## src/rtl/mem_io_unit.sv

```systemverilog
// Load/store stage: routes ALU-addressed accesses to a latency-configurable data RAM or to a small IO block.
// Optional ALIGN_CHECK_EN rejects word-misaligned RAM accesses and reports them on a sticky misalign_o.
module mem_io_unit #(
    parameter int         MEM_LATENCY = 2,
    parameter int         RAM_AW      = 14,
    parameter logic [5:0] IO_HIGH     = 6'h3C,
    parameter int         LED_W       = 16,
    parameter int         SW_W        = 16
) (
    input  logic              clk,
    input  logic              rst_n,
    input  logic              mem_read_i,
    input  logic              mem_write_i,
    input  logic [31:0]       addr_i,
    input  logic [5:0]        addr_high_i,
    input  logic [31:0]       wdata_i,
    output logic [31:0]       rdata_o,
    output logic              busy_o,
    output logic              done_o,
    output logic              ram_en_o,
    output logic              ram_we_o,
    output logic [RAM_AW-1:0] ram_addr_o,
    output logic [31:0]       ram_wdata_o,
    input  logic [31:0]       ram_rdata_i,
    output logic [LED_W-1:0]  led_o,
    input  logic [SW_W-1:0]   switch_i
`ifdef ALIGN_CHECK_EN
    ,
    output logic              misalign_o
`endif
);

    typedef enum logic [1:0] {IDLE, RAM_ACC, IO_ACC, DONE} state_t;

    state_t     state;
    state_t     next_state;
    logic [2:0] cnt;
    logic       op_write_q;
    logic [3:0] io_off_q;
    logic       misaligned_q;
    logic       req;
    logic       io_sel;
    logic       accept;
    logic       lat_hit;
    logic       unused_addr_bits;

    assign req     = mem_read_i | mem_write_i;
    assign io_sel  = (addr_high_i == IO_HIGH);
    assign accept  = (state == IDLE) && req;
    assign lat_hit = (cnt == 3'(MEM_LATENCY));

`ifdef ALIGN_CHECK_EN
    assign unused_addr_bits = ^addr_i[31:RAM_AW+2];

    // A misaligned RAM access skips the strobe and completes on the next edge.
    always_ff @(posedge clk) begin
        if (!rst_n) begin
            misaligned_q <= 1'b0;
            misalign_o   <= 1'b0;
        end else begin
            if (accept)
                misaligned_q <= !io_sel && (addr_i[1:0] != 2'b00);
            if (state == RAM_ACC && misaligned_q)
                misalign_o <= 1'b1;
        end
    end
`else
    assign unused_addr_bits = ^{addr_i[31:RAM_AW+2], addr_i[1:0]};
    assign misaligned_q     = 1'b0;
`endif

    always_ff @(posedge clk) begin
        if (!rst_n)
            state <= IDLE;
        else
            state <= next_state;
    end

    always_comb begin
        next_state = state;
        case (state)
            IDLE:    if (req) next_state = io_sel ? IO_ACC : RAM_ACC;
            RAM_ACC: if (misaligned_q || lat_hit) next_state = DONE;
            IO_ACC:  next_state = DONE;
            DONE:    next_state = IDLE;
            default: next_state = IDLE;
        endcase
    end

    // The RAM strobe lives only in the first RAM_ACC cycle, while cnt is still zero.
    always_comb begin
        busy_o   = (state == RAM_ACC) || (state == IO_ACC);
        done_o   = (state == DONE);
        ram_en_o = (state == RAM_ACC) && (cnt == 3'd0) && !misaligned_q;
        ram_we_o = ram_en_o && op_write_q;
    end

    always_ff @(posedge clk) begin
        if (!rst_n) begin
            cnt         <= '0;
            op_write_q  <= 1'b0;
            io_off_q    <= '0;
            ram_addr_o  <= '0;
            ram_wdata_o <= '0;
            rdata_o     <= '0;
            led_o       <= '0;
        end else begin
            if (accept) begin
                op_write_q  <= mem_write_i;
                io_off_q    <= addr_i[7:4];
                ram_addr_o  <= addr_i[RAM_AW+1:2];
                ram_wdata_o <= wdata_i;
                cnt         <= '0;
            end else if (state == RAM_ACC) begin
                cnt <= cnt + 3'd1;
            end

            if (state == RAM_ACC && lat_hit && !misaligned_q && !op_write_q)
                rdata_o <= ram_rdata_i;

            // Offset 0 is the LED register, offset 1 the switches; everything else reads as zero.
            if (state == IO_ACC) begin
                case (io_off_q)
                    4'd0: begin
                        if (op_write_q)
                            led_o <= ram_wdata_o[LED_W-1:0];
                        else
                            rdata_o <= 32'(led_o);
                    end
                    4'd1: if (!op_write_q) rdata_o <= 32'(switch_i);
                    default: if (!op_write_q) rdata_o <= '0;
                endcase
            end
        end
    end

endmodule

```

## config.mk

```make
export PLATFORM = sky130hd
export DESIGN_NAME = mem_io_unit
export DESIGN_NICKNAME = d
export VERILOG_FILES = /design/src/rtl/mem_io_unit.sv
export SDC_FILE = /design/constraint.sdc
export NUM_CORES = 1
export LEC_CHECK = 0
export ABC_AREA = 1
export ABC_CLOCK_PERIOD_IN_PS = 1900
export CELL_PAD_IN_SITES_DETAIL_PLACEMENT = 1
export CELL_PAD_IN_SITES_GLOBAL_PLACEMENT = 1
export CORE_MARGIN = 2
export CORE_UTILIZATION = 27
export CTS_CLUSTER_DIAMETER = 50
export DETAILED_ROUTE_END_ITERATION = 7
export PLACE_DENSITY_LB_ADDON = 0.3
export SETUP_SLACK_MARGIN = 0.1
export SYNTH_ARGS = -nofsm -noshare
export SYNTH_HDL_FRONTEND = slang
export SYNTH_SLANG_ARGS = --single-unit
export TNS_END_PERCENT = 30
```

## constraint.sdc

```tcl
create_clock -name clk -period 1.9 [get_ports clk]
set_clock_uncertainty 0.15 [all_clocks]
set_input_delay 0.38 -clock clk [delete_from_list [all_inputs] [get_ports clk]]
set_output_delay 0.38 -clock clk [all_outputs]
set_load 0.01 [all_outputs]
```

==> results of run 1 <==
==> worst paths after layout <==
| kind | cells after the start | start | endpoint |
|---|---|---|---|
| min reg2reg | 2 | rdata_o[27] | rdata_o[27] |
| max reg2reg | 9 | state[0] | rdata_o[14] |
| max | 1 | led_o[0] | led_o[0] |
| min | 3 | rst_n | rdata_o[0] |
==> stage by stage <==
step	utilization	total power [W]	setup slack, ns	hold WS [ns]	TNS, ns
5_1_grt	0.448	0.00942	0.0214	0.222	0
3_3_place_gp	0.424	0.00682	-0.0479	0.298	-0.333
6_report	0.448	0.00876	0.0745	0.202	0
4_1_cts	0.443	0.00886	0.0412	0.201	0
3_5_place_dp	0.424	0.00697	-0.0511	0.325	-0.875
2_1_floorplan	-	0.00489	0.309	0.288	0
==> metal layers <==
metal  part of all wire  global-route usage
met2               0.48               0.291
met4              0.012              0.0507
met1               0.43               0.203
met3              0.073              0.0579
met5                  0                   0
==> flip-flops by register name, indices dropped and copies added, names as in the netlist <==
register,count
op_write_q,1
state,2
rdata_o,32
ram_addr_o,14
led_o,16
cnt,3
ram_wdata_o,32
==> cells in the mapped netlist (all sizes together) <==
master	instances
nand3	67
nand2	80
dfxtp	100
nor3	1
a21oi	23
nand4	1
clkinv	1
inv	68
or2	1
nor2	183
clkbuf	15
o21ai	65
ha	8
buf	22
==> worst register-to-register path, delay by kind of cell (launching register included) <==
family	cells	cell delay, ns
buffers and inverters	4	0.45
AND/OR/NAND/NOR	3	0.28
flip-flops	1	0.36
AO/OA/AOI/OAI	1	0.09
adder cells (fa/ha/maj)	1	0.29
==> cell usage in the layout, fill, tap and decap left out, drive strengths merged <==
cell type | Yosys | layout
clkdlybuf4s50 | 0 | 184
nor2 | 183 | 183
dfxtp | 100 | 100
nand2 | 80 | 80
inv | 68 | 70
nand3 | 67 | 67
o21ai | 65 | 65
buf | 22 | 27
a21oi | 23 | 23
dlygate4sd2 | 0 | 11
clkbuf | 15 | 10
ha | 8 | 8
clkinv | 1 | 4
nor3 | 1 | 1
nand4 | 1 | 1
or2 | 1 | 1
clkinvlp | 0 | 1
clkdlybuf4s15 | 0 | 1
dlymetal6s2s | 0 | 1
==> repair_timing <==
action | in CTS | in global routing
pin swaps | 0 | 2
setup endpoints to repair | 50 | 86
setup buffers | 0 | 1
resized for setup | 34 | 19
hold buffers | 0 | 0
==> where the power goes <==
| group | switching [W] | internal (W) | total, W | leakage, nW |
|---|---|---|---|---|
| sequential | 0.000341 | 0.00262 | 0.00296 | 0.822 |
| clock | 0.000886 | 0.000952 | 0.00184 | 0.143 |
| combinational | 0.00207 | 0.00188 | 0.00396 | 2.04 |
| total | 0.00330 | 0.00546 | 0.00876 | 3.01 |
==> kinds of logic after synthesis <==
group           Yosys count  share of synthesized area
flops                   100                      0.458
fa+ha+maj                 8                     0.0229
buf+inv                 106                      0.100
simple gates            333                      0.317
compound gates           88                      0.102
==> cell type report <==
type	count	area [um^2]	area share
clock buffer	10	239	0.0337
sequential	100	2010	0.284
timing repair buffer	224	2250	0.318
clock inverter	6	56.3	0.00795
tap	216	270	0.0382
multi-input combinational	429	1990	0.281
inverter	69	262	0.0369
==> flow_metrics.tcl, run 1 <==
set metrics [dict create \
    worstPathArrival_ns 1.30 \
    yosysTopAreaCellShare 0.458 \
    critical_path.top_delay_family "buffers and inverters" \
    hpwl_mm 11.4 \
    drt_iter0_markers 123 \
    ir_drop_mv 0.799 \
    gp_congestion 0.745 \
    start_util 0.276 \
    final_cell_count_no_fill 1054 \
    yosys_warnings 0 \
    synth_nets 765 \
    clk_pin_slew_ns 0.07 \
    fillers 1946 \
    worst_setup_path_end_kind "primary output" \
    port_buffers 201 \
    numCtsBuffers 9 \
    finalCritPeriodShare 0.961 \
    grt_overflow 0 \
    synth_area_per_cell_um2 6.88 \
    start_kind "flop" \
    power.density_nw_per_um2 1240 \
    dr.pass1.iters 4 \
    path_max_fanout 3 \
    clkLatencyLatePin_ns 0.34 \
    yosysSeqAreaShare 0.458 \
    placed_cell_area_um2 6720 \
    critPathBufInv 1 \
    layout.nets 963 \
    row_count 46 \
    final_area_um2 7080 \
    slew_headroom 0.752 \
    root_buffer "clkbuf_16" \
    avgViaCountPerCell 4.39 \
    grt_pass1_vias 4851 \
    grt_usage 0.170 \
    syn2layout_area_growth_pct 62.0 \
    drtAntennaViolNets 0 \
    syn-instance-count 635 \
    tightest_slew_ns 0.372 \
    min_period_ns 1.83 \
    placed_cells 1037 \
    grt_setup_unrepaired "true" \
    grt_pass1_wl_mm 24.2 \
    core_area_um2 15800 \
    yosysUniqueCellTypes 23 \
    crit_required_ns 1.37 \
    cpPeakStageDelay_ns 0.58 \
    hold_violations 0 \
    maxSlewViolCount 0 \
    syn-cell-area_um2 4370 \
    die_w_um 131 \
    cts_tree "built" \
    layout-drive-gt1-share 0.0883 \
    die_h_um 131 \
    clock-sinks 100 \
    criticalPathCategory "reg2out" \
    drt-total-wl_mm 14.9 \
    avgRoutedWirePerCell_um 14.2 \
    antenna_found_initial 0 \
    setup_viol 0 \
    ios 220 \
    cts_buffer_depth 2 \
    yosysTopAreaCell "dfxtp_1" \
    htreeDepth 3 \
    grt_max_degree 44 \
    route.detailed.drc 0 \
    n_antenna_cell 0 \
    drv_cap 0 \
    min_path_type "in2reg" \
    synth_seq_cells 100 \
    p_leak_nw 3.01 \
    synth.area.top_cells "dfxtp_1 (46%), nor2_1 (15%), nand3_1 (7.7%)" \
    die-area_um2 17200 \
    outcome "complete, no violations" \
    vias 4632 \
    max_freq_mhz 548 \
    regToRegSetupSlack_ns 0.22 \
    slowest_stage "clkdlybuf4s50_1" \
    path_cells "clkdlybuf4s50_1" \
]
No activity file was read; power rests on OpenSTA's default activity.
==> inputs of run 2 (changes only) <==
- ABC_CLOCK_PERIOD_IN_PS: 1900 -> 2100
- CORE_UTILIZATION: 27 -> 29
- CTS_CLUSTER_SIZE: not set -> 40
- GPL_TIMING_DRIVEN: not set -> 0
- clock period: 1.9 -> 2.1 ns (I/O delays scaled with it)
==> flow_metrics.tcl, run 2 (synthesis results as in run 1) <==
set metrics [dict create \
    min_path_type "reg2reg" \
    clkLatencyLatePin_ns 0.35 \
    tightest_slew_ns 0.450 \
    cpPeakStageDelay_ns 0.34 \
    start_util 0.299 \
    most-common-layout-cells "clkdlybuf4s50_1 (196), nor2_1 (177), dfxtp_1 (97), nand2_1 (78), nand3_1 (67)" \
    grt_max_degree 17 \
    die_w_um 127 \
    regArea_um2 2010 \
    htreeDepth 3 \
    cts_buffer_depth 2 \
    crit_start "state[1]" \
    layout_commonest_cell "clkdlybuf4s50_1" \
    crit_required_ns 1.53 \
    core_area_um2 14600 \
    ir_drop_mv 0.717 \
    slowest_stage "dfxtp_2" \
    path_max_fanout 4 \
    cts_hold_buf 0 \
    grt_setup_unrepaired "true" \
    fin_setup_tns_ns 0 \
    critical_path.top_delay_family "flip-flops" \
    worst_setup_path_end_kind "primary output" \
    avgViaCountPerCell 4.54 \
    cts_tree "built" \
    row_count 44 \
    p_leak_nw 2.89 \
    n_antenna_cell 0 \
    placed_cell_area_um2 6600 \
    rr_startpoint "state[0]" \
    route.detailed.drc 0 \
    min_period_ns 1.97 \
    clock-sinks 100 \
    post-route-util 0.470 \
    syn2layout_area_growth_pct 57.4 \
    dr.pass1.iters 4 \
    die-area_um2 16100 \
    numCtsBuffers 9 \
    grt_usage 0.189 \
    power.density_nw_per_um2 1100 \
    grt_overflow 0 \
    root_buffer "clkbuf_16" \
    criticalPathCategory "reg2out" \
    finalCritPeriodShare 0.939 \
    layout.nets 977 \
    maxSlewViolCount 0 \
    path_cells "inv_2 -> ha_1 -> buf_6 -> nand2_2 -> nor3_2 -> buf_2" \
    multi_input_area_um2 1940 \
    outcome "complete, no violations" \
    slew_headroom 0.700 \
    hpwl_mm 12.1 \
    min-delay-start "cnt[2]" \
    avgRoutedWirePerCell_um 14.8 \
    fillers 1845 \
    grt_pass1_vias 4887 \
    ios 220 \
    die_h_um 127 \
    hold_violations 0 \
    final_area_um2 6880 \
    start_kind "flop" \
    layout-drive-gt1-share 0.0693 \
    vias 4701 \
    drt-total-wl_mm 15.3 \
    antenna_found_initial 0 \
    gp_congestion 0.837 \
    max_freq_mhz 507 \
    drtAntennaViolNets 0 \
    largestRegisters "ram_wdata_o x32, rdata_o x32, led_o x16" \
    clk_pin_slew_ns 0.07 \
    grt_pass1_wl_mm 24.2 \
    drt_iter0_markers 184 \
    power.total_w 0.00759 \
    critPathBufInv 3 \
    port_buffers 200 \
    drv_cap 0 \
    setup_viol 0 \
    worstPathArrival_ns 1.40 \
]
-- run 2: metrics by stage --
stage	std cells	hold slack, ns	setup WS, ns
6_report	1035	0.318	0.128
5_1_grt	1035	0.334	0.0726
4_1_cts	1034	0.316	0.103
3_5_place_dp	1019	0.306	-0.117
3_3_place_gp	1019	0.298	-0.102
2_1_floorplan	635	0.288	0.502
-- run 2: worst paths after layout --
check | slack, ns | endpoint | cells past startpoint
worst max-delay path | 0.13 | ram_we_o | 6
worst min-delay path | 0.32 | cnt[2] | 2
worst min register to register | 0.32 | cnt[2] | 2
worst max register to register | 0.24 | rdata_o[13] | 8
-- run 2: power breakdown --
| part | internal [W] | leakage (nW) | switching (W) |
|---|---|---|---|
| combinational | 0.00153 | 1.94 | 0.00181 |
| sequential | 0.00237 | 0.821 | 0.000331 |
| clock | 0.000805 | 0.133 | 0.000750 |
-- run 2: worst min-delay path, cell delays in order, from the launching register on --
cell and delay [ns]:
dfxtp_1 0.31, nand2_1 0.06, a21oi_1 0.05
-- run 2: repair_timing --
action,in CTS,in global routing
endpoints found under the setup margin,5,3
setup buffers,0,1
gates resized for setup,19,0
cloned,0,0
-- run 2: layer usage --
layer	global-route usage	part of all wire
met1	0.210	0.42
met2	0.337	0.49
met3	0.0725	0.076
met4	0.0524	0.016
met5	0	0
-- run 2: layout make-up --
cell class                      count  share of cell area
Sequential cell                   100               0.291
Timing Repair Buffer              201               0.290
Multi-Input combinational cell    429               0.282
Inverter                           69              0.0376
Tap cell                          184              0.0335
Clock buffer                       10              0.0333
Buffer                             37              0.0267
Clock inverter                      5             0.00527
